## config.mk

```make
export PLATFORM = sky130hd
export DESIGN_NAME = exec_hazard_ctrl
export DESIGN_NICKNAME = d
export VERILOG_FILES = /design/src/rtl/exec_hazard_ctrl_pkg.sv /design/src/rtl/exec_hazard_ctrl_muldiv_seq.sv /design/src/rtl/exec_hazard_ctrl.sv
export SDC_FILE = /design/constraint.sdc
export NUM_CORES = 1
export LEC_CHECK = 0
export BUFFER_PORTS_ARGS = -buffer_cell sky130_fd_sc_hd__clkbuf_2
export CAP_MARGIN = 5
export CORE_MARGIN = 5
export CORE_UTILIZATION = 31
export CTS_CLUSTER_SIZE = 14
export DETAILED_ROUTE_END_ITERATION = 12
export PLACE_DENSITY = 0.67
export SETUP_SLACK_MARGIN = 0.05
export SLEW_MARGIN = 20
export SYNTH_ARGS = -nofsm -noshare
export SYNTH_HDL_FRONTEND = slang
export SYNTH_SLANG_ARGS = --single-unit
```

## constraint.sdc

```tcl
create_clock -name clk -period 2.6 [get_ports clk]
set_input_delay 0.52 -clock clk [delete_from_list [all_inputs] [get_ports clk]]
set_output_delay 0.52 -clock clk [all_outputs]
set_load 0.02 [all_outputs]
```

## src/rtl/exec_hazard_ctrl_pkg.sv

```systemverilog
// Shared types for the execute-stage hazard controller: forwarding selects,
// mul/div sequencer states and the ResultSrc encoding that marks a load.
package exec_pkg;

    typedef enum logic [1:0] {
        FWD_RF  = 2'b00,
        FWD_WB  = 2'b01,
        FWD_MEM = 2'b10
    } fwd_sel_t;

    typedef enum logic [1:0] {
        IDLE = 2'b00,
        BUSY = 2'b01,
        DONE = 2'b10
    } md_state_t;

    localparam logic [1:0] RESULT_SRC_LOAD = 2'b01;

endpackage

```

## src/rtl/exec_hazard_ctrl_muldiv_seq.sv

```systemverilog
// Multi-cycle mul/div sequencer: holds the pipeline for MD_LATENCY-1 cycles,
// then pulses done for one cycle while the result is consumed in E.
module muldiv_seq
    import exec_pkg::*;
#(
    parameter int MD_LATENCY = 4
) (
    input  logic      clk,
    input  logic      rst_n,
    input  logic      muldiv_e,
    input  logic      pcsrc_e,
    output logic      busy,
    output logic      done,
    output md_state_t state
);

    localparam int CW = $clog2(MD_LATENCY);

    md_state_t       state_q, state_d;
    logic [CW-1:0]   cnt_q, cnt_d;

    always_ff @(posedge clk or negedge rst_n) begin
        if (!rst_n) begin
            state_q <= IDLE;
            cnt_q   <= '0;
        end else begin
            state_q <= state_d;
            cnt_q   <= cnt_d;
        end
    end

    // done is a single-cycle pulse with no back-pressure: the consumer in E
    // must take the result in the cycle it is asserted.
    always_comb begin
        state_d = state_q;
        cnt_d   = cnt_q;
        busy    = 1'b0;
        done    = 1'b0;
        case (state_q)
            IDLE: begin
                if (muldiv_e && !pcsrc_e) begin
                    state_d = BUSY;
                    cnt_d   = CW'(MD_LATENCY - 2);
                end
            end
            BUSY: begin
                busy = 1'b1;
                if (cnt_q == '0) begin
                    state_d = DONE;
                end else begin
                    cnt_d = cnt_q - CW'(1);
                end
            end
            DONE: begin
                done    = 1'b1;
                state_d = IDLE;
            end
            default: state_d = IDLE;
        endcase
    end

    assign state = state_q;

endmodule

```

## src/rtl/exec_hazard_ctrl.sv

```systemverilog
// Execute-stage hazard controller: forwarding selects, load-use stall, branch
// flush and mul/div freeze. Optional perf counters under HAZ_PERF_CNT_EN.
module exec_hazard_ctrl
    import exec_pkg::*;
#(
    parameter int MD_LATENCY = 4,
    parameter int XLEN       = 32
) (
    input  logic            clk,
    input  logic            rst_n,
    input  logic [4:0]      Rs1D,
    input  logic [4:0]      Rs2D,
    input  logic [4:0]      Rs1E,
    input  logic [4:0]      Rs2E,
    input  logic [4:0]      RdE,
    input  logic [4:0]      RdM,
    input  logic [4:0]      RdW,
    input  logic            RegWriteM,
    input  logic            RegWriteW,
    input  logic [1:0]      ResultSrcE,
    input  logic            PCSrcE,
    input  logic            MulDivE,
    output logic [1:0]      ForwardAE,
    output logic [1:0]      ForwardBE,
    output logic            StallF,
    output logic            StallD,
    output logic            StallE,
    output logic            FlushD,
    output logic            FlushE,
    output logic            MulDivBusy,
`ifdef HAZ_PERF_CNT_EN
    output logic [XLEN-1:0] StallCycles,
    output logic [XLEN-1:0] FlushCount,
`endif
    output logic            MulDivDone
);

    if (MD_LATENCY < 2 || MD_LATENCY > 32 || XLEN < 1) begin : g_bad_param
        $error("exec_hazard_ctrl: MD_LATENCY must be 2..32 and XLEN positive");
    end

    function automatic fwd_sel_t fwd_pick(
        input logic       reg_write_m,
        input logic [4:0] rd_m,
        input logic       reg_write_w,
        input logic [4:0] rd_w,
        input logic [4:0] rs
    );
        if (reg_write_m && rd_m != 5'd0 && rd_m == rs) begin
            return FWD_MEM;
        end else if (reg_write_w && rd_w != 5'd0 && rd_w == rs) begin
            return FWD_WB;
        end
        return FWD_RF;
    endfunction

    assign ForwardAE = fwd_pick(RegWriteM, RdM, RegWriteW, RdW, Rs1E);
    assign ForwardBE = fwd_pick(RegWriteM, RdM, RegWriteW, RdW, Rs2E);

    logic      load_use;
    logic      freeze;
    md_state_t md_state;

    assign load_use = (ResultSrcE == RESULT_SRC_LOAD) && (RdE != 5'd0) &&
                      ((RdE == Rs1D) || (RdE == Rs2D));

    muldiv_seq #(
        .MD_LATENCY (MD_LATENCY)
    ) u_muldiv_seq (
        .clk      (clk),
        .rst_n    (rst_n),
        .muldiv_e (MulDivE),
        .pcsrc_e  (PCSrcE),
        .busy     (MulDivBusy),
        .done     (MulDivDone),
        .state    (md_state)
    );

    assign freeze = (md_state == BUSY);

    // Priority: mul/div freeze, then branch flush, then load-use stall.
    // Gating by rst_n keeps every control low while reset is held.
    always_comb begin
        StallF = 1'b0;
        StallD = 1'b0;
        StallE = 1'b0;
        FlushD = 1'b0;
        FlushE = 1'b0;
        if (rst_n) begin
            if (freeze) begin
                StallF = 1'b1;
                StallD = 1'b1;
                StallE = 1'b1;
            end else if (PCSrcE) begin
                FlushD = 1'b1;
                FlushE = 1'b1;
            end else if (load_use) begin
                StallF = 1'b1;
                StallD = 1'b1;
                FlushE = 1'b1;
            end
        end
    end

`ifdef HAZ_PERF_CNT_EN
    always_ff @(posedge clk or negedge rst_n) begin
        if (!rst_n) begin
            StallCycles <= '0;
            FlushCount  <= '0;
        end else begin
            if (StallF && (StallCycles != '1)) begin
                StallCycles <= StallCycles + XLEN'(1);
            end
            if (FlushE && (FlushCount != '1)) begin
                FlushCount <= FlushCount + XLEN'(1);
            end
        end
    end
`endif

endmodule

```

## After elaboration in Yosys (flattened, before gate mapping)

Cells that the tools add are included.
W data, S select, Z words.

| storage, ports and cells | value |
|---|---|
| register bits | 4 |
| input bits | 43 |
| output and inout bits | 11 |
| word-level logic and storage cells | 63 |

| cells by class | value |
|---|---|
| add/subtract/negate cells | 1 |
| equality and inequality tests | 12 |
| multiplexer cells | 29 |
| reduce and logical (&&, ||, !) cells | 19 |

Operators by type and width:

| cell | number |
|---|---|
| $eq A5 B5 Y1 | 6 |
| $mux W2 | 10 |
| $mux W1 | 17 |
| $reduce_bool A5 Y1 | 3 |
| $logic_and A1 B1 Y1 | 9 |
| $pmux W2 S2 | 2 |
| $eq A2 B1 Y1 const B | 2 |
| $logic_not A2 Y1 | 2 |
| $ne A2 B1 Y1 const B | 2 |
| $reduce_and A3 Y1 | 1 |
| $eq A2 B2 Y1 const B | 1 |
| $ne A2 B2 Y1 const B | 1 |
| $reduce_and A2 Y1 | 1 |
| $reduce_bool A2 Y1 | 1 |
| $sub A2 B1 Y2 const B | 1 |
| $logic_not A1 Y1 | 1 |
| $logic_or A1 B1 Y1 | 1 |

## Longest topological paths before layout

| logic depth | value |
|---|---|
| depth after elaboration | 7 |
| gate-level depth with buffers | 6 |
| depth with buffers taken out | 6 |

## Modules after synthesis

From an unflattened synthesis, not the netlist that was laid out.

| unflattened totals | value |
|---|---|
| cells, all modules | 82 |
| area, all modules | 671.9 µm² |

By module, submodules not included:

| module | instances | cells each | area each (µm²) | sequential area each (µm²) |
|---|---|---|---|---|
| exec_hazard_ctrl | 1 | 60 | 456.7 | 0.0 |
| muldiv_seq | 1 | 22 | 215.2 | 100.1 |

## Worst setup path after synthesis

OpenSTA, ideal clock, no wires.

| path | value |
|---|---|
| path type | input -> output |
| start | input port RdM[4] |
| end | output port ForwardAE[0] |
| data arrival time | 1.868 ns |
| required time | 2.080 ns |
| slack | 0.212 ns |
| stages on the path | 4 |
| path buffers | 0 |
| path through | or4_1 -> o21ai_2 -> nor4_1 -> nor4_2 |

| between the ends | value |
|---|---|
| longest elaborated chain between the ends | 5 |
| elaborated cells on any way between the ends | 7 |
| those cells by class | 1 x eq/ne; 3 x mux; 3 x reduce/logical |

RTL lines:

| element | RTL line | text |
|---|---|---|
| start: declaration | exec_hazard_ctrl.sv:16 | `input logic [4:0] RdM,` |
| $reduce_bool A5 Y1 | exec_hazard_ctrl.sv:49 | `if (reg_write_m && rd_m != 5'd0 && rd_m == rs) begin` |
| $logic_and A1 B1 Y1 | exec_hazard_ctrl.sv:49 |  |
| $logic_and A1 B1 Y1 * | exec_hazard_ctrl.sv:49 |  |
| $mux W2 or $mux W1 (tied branches) | exec_hazard_ctrl.sv:49 |  |
| $mux W2 * | exec_hazard_ctrl.sv:54 | `return FWD_RF;` |
| end: declaration | exec_hazard_ctrl.sv:23 | `output logic [1:0] ForwardAE,` |

Every way passes the cells marked *; elsewhere a longest branch is shown, timed or not.

## Worst setup path after layout

| path | value |
|---|---|
| start | input port RdM[4] |
| end | output port ForwardBE[0] |

| between the ends | value |
|---|---|
| longest elaborated chain between the ends | 5 |
| elaborated cells on any way between the ends | 7 |
| those cells by class | 1 x eq/ne; 3 x mux; 3 x reduce/logical |

RTL lines:

| element | RTL line | text |
|---|---|---|
| $reduce_bool A5 Y1 | exec_hazard_ctrl.sv:49 |  |
| $logic_and A1 B1 Y1 | exec_hazard_ctrl.sv:49 |  |
| $logic_and A1 B1 Y1 * | exec_hazard_ctrl.sv:49 |  |
| $mux W2 or $mux W1 (tied branches) | exec_hazard_ctrl.sv:49 |  |
| $mux W2 * | exec_hazard_ctrl.sv:54 |  |
| end: declaration | exec_hazard_ctrl.sv:24 | `output logic [1:0] ForwardBE,` |

Marks and branches as above.

==> metrics.md <==
| Metric | Value |
|---|---|
| Status | completed |
| Die width | between 50 and 60 um |
| Psw | 0.2004 mW |
| Synth Cell Area | 635.6 um2 |
| Clock Power Share | roughly 17% |
| Register area share after synthesis | between 15 and 20% |
| Worst Setup End Kind | output pin |
| Switching Share | between 40% and 50% |
| CTS hold repair buffers | 0 |
| RSZ-0062 raised after global routing | false |
| Worst EP required | between 2000 and 2500 ps |
| TritonCTS Buffers | 3 |
| IO Port Bufs | 53 |
| Cell Pwr Density | between 400 and 500 nW/um2 |
| Clk slew on worst S/H paths | about 40 ps |
| FP Rows | 16 |
| Post-synth top area cell | xor2_1 |
| HPWL Detailed | around 1700 um |
| FF+latch count, synth | 4 |
| Die ar. | between 3000 and 4000 um2 |
| Syn. warnings | 0 |
| Setup_tns | 0 ps |
| CTS tree | done |
| Drt initial violations | 11 |
| FF/Latch Area | roughly 100 um2 |
| Setup Viol. Count Final | 0 |
| Final min period | about 2400 ps |
| Htree depth | 1 |
| Slew @ Worst Pin | roughly 520 ps |
| Syn Nets | 120 |
| Max-slew violation count | 0 |
| Worst endpoint data arrival time | 1880 ps |
| Root buffer cell | clkbuf_4 |
| Final RePlAce weighted congestion | slightly above 0.9 |
| Clock Skew | a little under 0.8 ps |
| Critical path fanouts, max | 3 |
| Drc violations | 0 |
| Hold Path Class | in -> async |
| Main area contributors after synthesis | xor2_1, dfrtp_1, xnor2_1 |
| Setup Crit Path Kind | in -> out |
| Final cell area excluding filler cells | 949.7 um2 |
| Multi-input gate area | approximately 520 um2 |
| Post-route ant nets | 0 |
| Max VDD drop | ~0.00032 V |
| Initial antenna violation count | 0 |
| Die Height | 55.28 um |
| Vias | between 700 and 800 |
| Largest net degree at the start of global routing | 9 |
| Max Fclk | 416.0 MHz |
| Final wirelength | about 1900 um |
| Worst slew margin | between 60% and 70% |
| Fraction of layout cells with a size suffix above 1 | 45.80% |
| Mapped Cells | 76 |
| Unique masters post-synth | 26 |
| Post-CTS setup buffer count | 0 |
| Share of power burned in registers | 22.8% |
| Final Hold Fails | 0 |
| Pre-antenna DRT Iters | 4 |
| # clock sinks | 4 |
| Placed Area | between 900 and 1000 um2 |
| CTS resizes | 0 |
| Effective utilization at floorplan | between 30% and 40% |
| Ports | 54 |
| Area share of the largest cell type after synthesis | 33.07% |
| Layout area overhead | 49.41% |
| Via-per-instance ratio | 4.677 |
| GRT Overall Usage | roughly an eighth |
| Wire per inst | about 12 um |
| Vias in the first global route | between 700 and 800 |
| Tcrit/Tclk final | slightly above 90% |
| ANT cells | 0 |
| GRT overflow | 0 |
| Layout fillers | around 210 |
| Nets | 177 |
| Combinational Power Share | ~60% |
| Max_cap viols | 0 |
| Worst skew pair latency | approximately 240 ps |
| Int Pwr | approximately 0.26 mW |
| Critical Path Source Type | primary input |
| Core Area | roughly 2000 um2 |
| Mean Syn Cell Area | 8.363 um2 |
| Global-route wire length before repair | between 3000 and 4000 um |
| Static leakage | 0.4923 nW |
| CTS Buffer Depth | 2 |
==> logic make-up (layout without fill, tap and decap cells) <==
group / Yosys count / in the layout / synth area share (%)
XOR/XNOR: 30 / 30 / 41.34
adder cells (fa/ha/maj): 1 / 1 / 1.968
flip-flops: 4 / 4 / 15.75
buffers and inverters: 4 / 59 / 2.953
AND/OR/NAND/NOR: 27 / 27 / 28.35
AO/OA/AOI/OAI: 10 / 10 / 9.644
==> through the flow <==
step	total power, mW	hold WS (ps)	setup slack, ps	std cells	utilization, %
final	0.4580	99.87	195.9	158	48.41
after global routing	0.5008	111.9	105.2	158	48.41
after CTS	0.4656	95.40	193.1	158	48.41
after detailed placement	0.3822	351.6	188.8	155	47.26
after global placement	0.3767	351.4	205.5	155	47.26
after floorplan	0.2814	224.4	211.7	76	-
==> path summary, 6_finish.rpt <==
kind                                  startpoint               endpoint  slack, ps  cells after the start
setup / recovery                          RdM[4]           ForwardBE[0]        200                      6
hold / removal                             rst_n  u_muldiv_seq.state[1]        100                      1
setup reg to reg           u_muldiv_seq.state[0]  u_muldiv_seq.cnt_q[1]       1250                      4
hold reg to reg            u_muldiv_seq.state[1]  u_muldiv_seq.state[0]        460                      1
max in group asynchronous                  rst_n  u_muldiv_seq.cnt_q[0]       2350                      1
min in group clk           u_muldiv_seq.state[1]  u_muldiv_seq.state[0]        460                      1
==> flip-flops by register name, summed over array words and instances (netlist names) <==
| name | count |
|---|---|
| u_muldiv_seq.cnt_q | 2 |
| u_muldiv_seq.state | 2 |
==> final cells by class <==
type	count	share of cell area [%]
Sequential cell	4	10.54
Multi-Input combinational cell	68	54.41
Timing Repair Buffer	53	27.93
Inverter	3	1.186
Tap cell	27	3.557
Clock buffer	3	2.372
==> synth_stat cells <==
| cell | instances |
|---|---|
| xor2_1 | 24 |
| xnor2_1 | 6 |
| or4_1 | 5 |
| dfrtp_1 | 4 |
| nor2_1 | 4 |
| inv_1 | 3 |
| o21ai_0 | 3 |
| a21oi_1 | 2 |
| and2_1 | 2 |
| nand2b_1 | 2 |
| nand3_1 | 2 |
| nor3_1 | 2 |
| nor4_1 | 2 |
| nor4_2 | 2 |
| o21bai_1 | 2 |
| a22oi_1 | 1 |
| and3_1 | 1 |
| and4b_1 | 1 |
| buf_4 | 1 |
| ha_1 | 1 |
| nand2_1 | 1 |
| nor2b_1 | 1 |
| nor4bb_1 | 1 |
| o21ai_1 | 1 |
| o21ai_2 | 1 |
| or3b_2 | 1 |
==> placed cells by master, fill, tap and decap left out, types with 2 or more instances in the layout <==
cell | Yosys | layout
dfrtp_1 | 4 | 4
xnor2_1 | 6 | 6
nor4_2 | 2 | 2
a21oi_1 | 2 | 2
or4_1 | 5 | 5
inv_1 | 3 | 3
nor3_1 | 2 | 2
nor2_1 | 4 | 4
o21ai_0 | 3 | 3
clkbuf_4 | 0 | 3
nand2b_1 | 2 | 2
nor4_1 | 2 | 2
clkbuf_2 | 0 | 53
and2_1 | 2 | 2
xor2_1 | 24 | 24
o21bai_1 | 2 | 2
nand3_1 | 2 | 2
==> power by group through the flow <==
stage,logic [mW],clock network (mW),registers (mW)
after floorplan,0.180,0,0.102
after global placement,0.272,0,0.104
after detailed placement,0.277,0,0.105
after CTS,0.279,0.0823,0.104
after global routing,0.310,0.0832,0.108
final,0.275,0.0783,0.104
==> critical path: stages <==
cell and delay (ps):
clkbuf_2 110, or4_1 530, o21ai_2 150, nor4_1 100, nor4_2 260, clkbuf_2 200
==> per-layer routing <==
layer  track usage, %  vias to the layer above  share of wire (%)
met2            21.79                       37                 49
met1            14.04                      320                 39
li1                 -                      378                  -
met4            6.250                        0                1.5
met5                0                        -                  0
met3            3.730                        4                 11
Note: power is estimated with default switching activity, not from simulation.
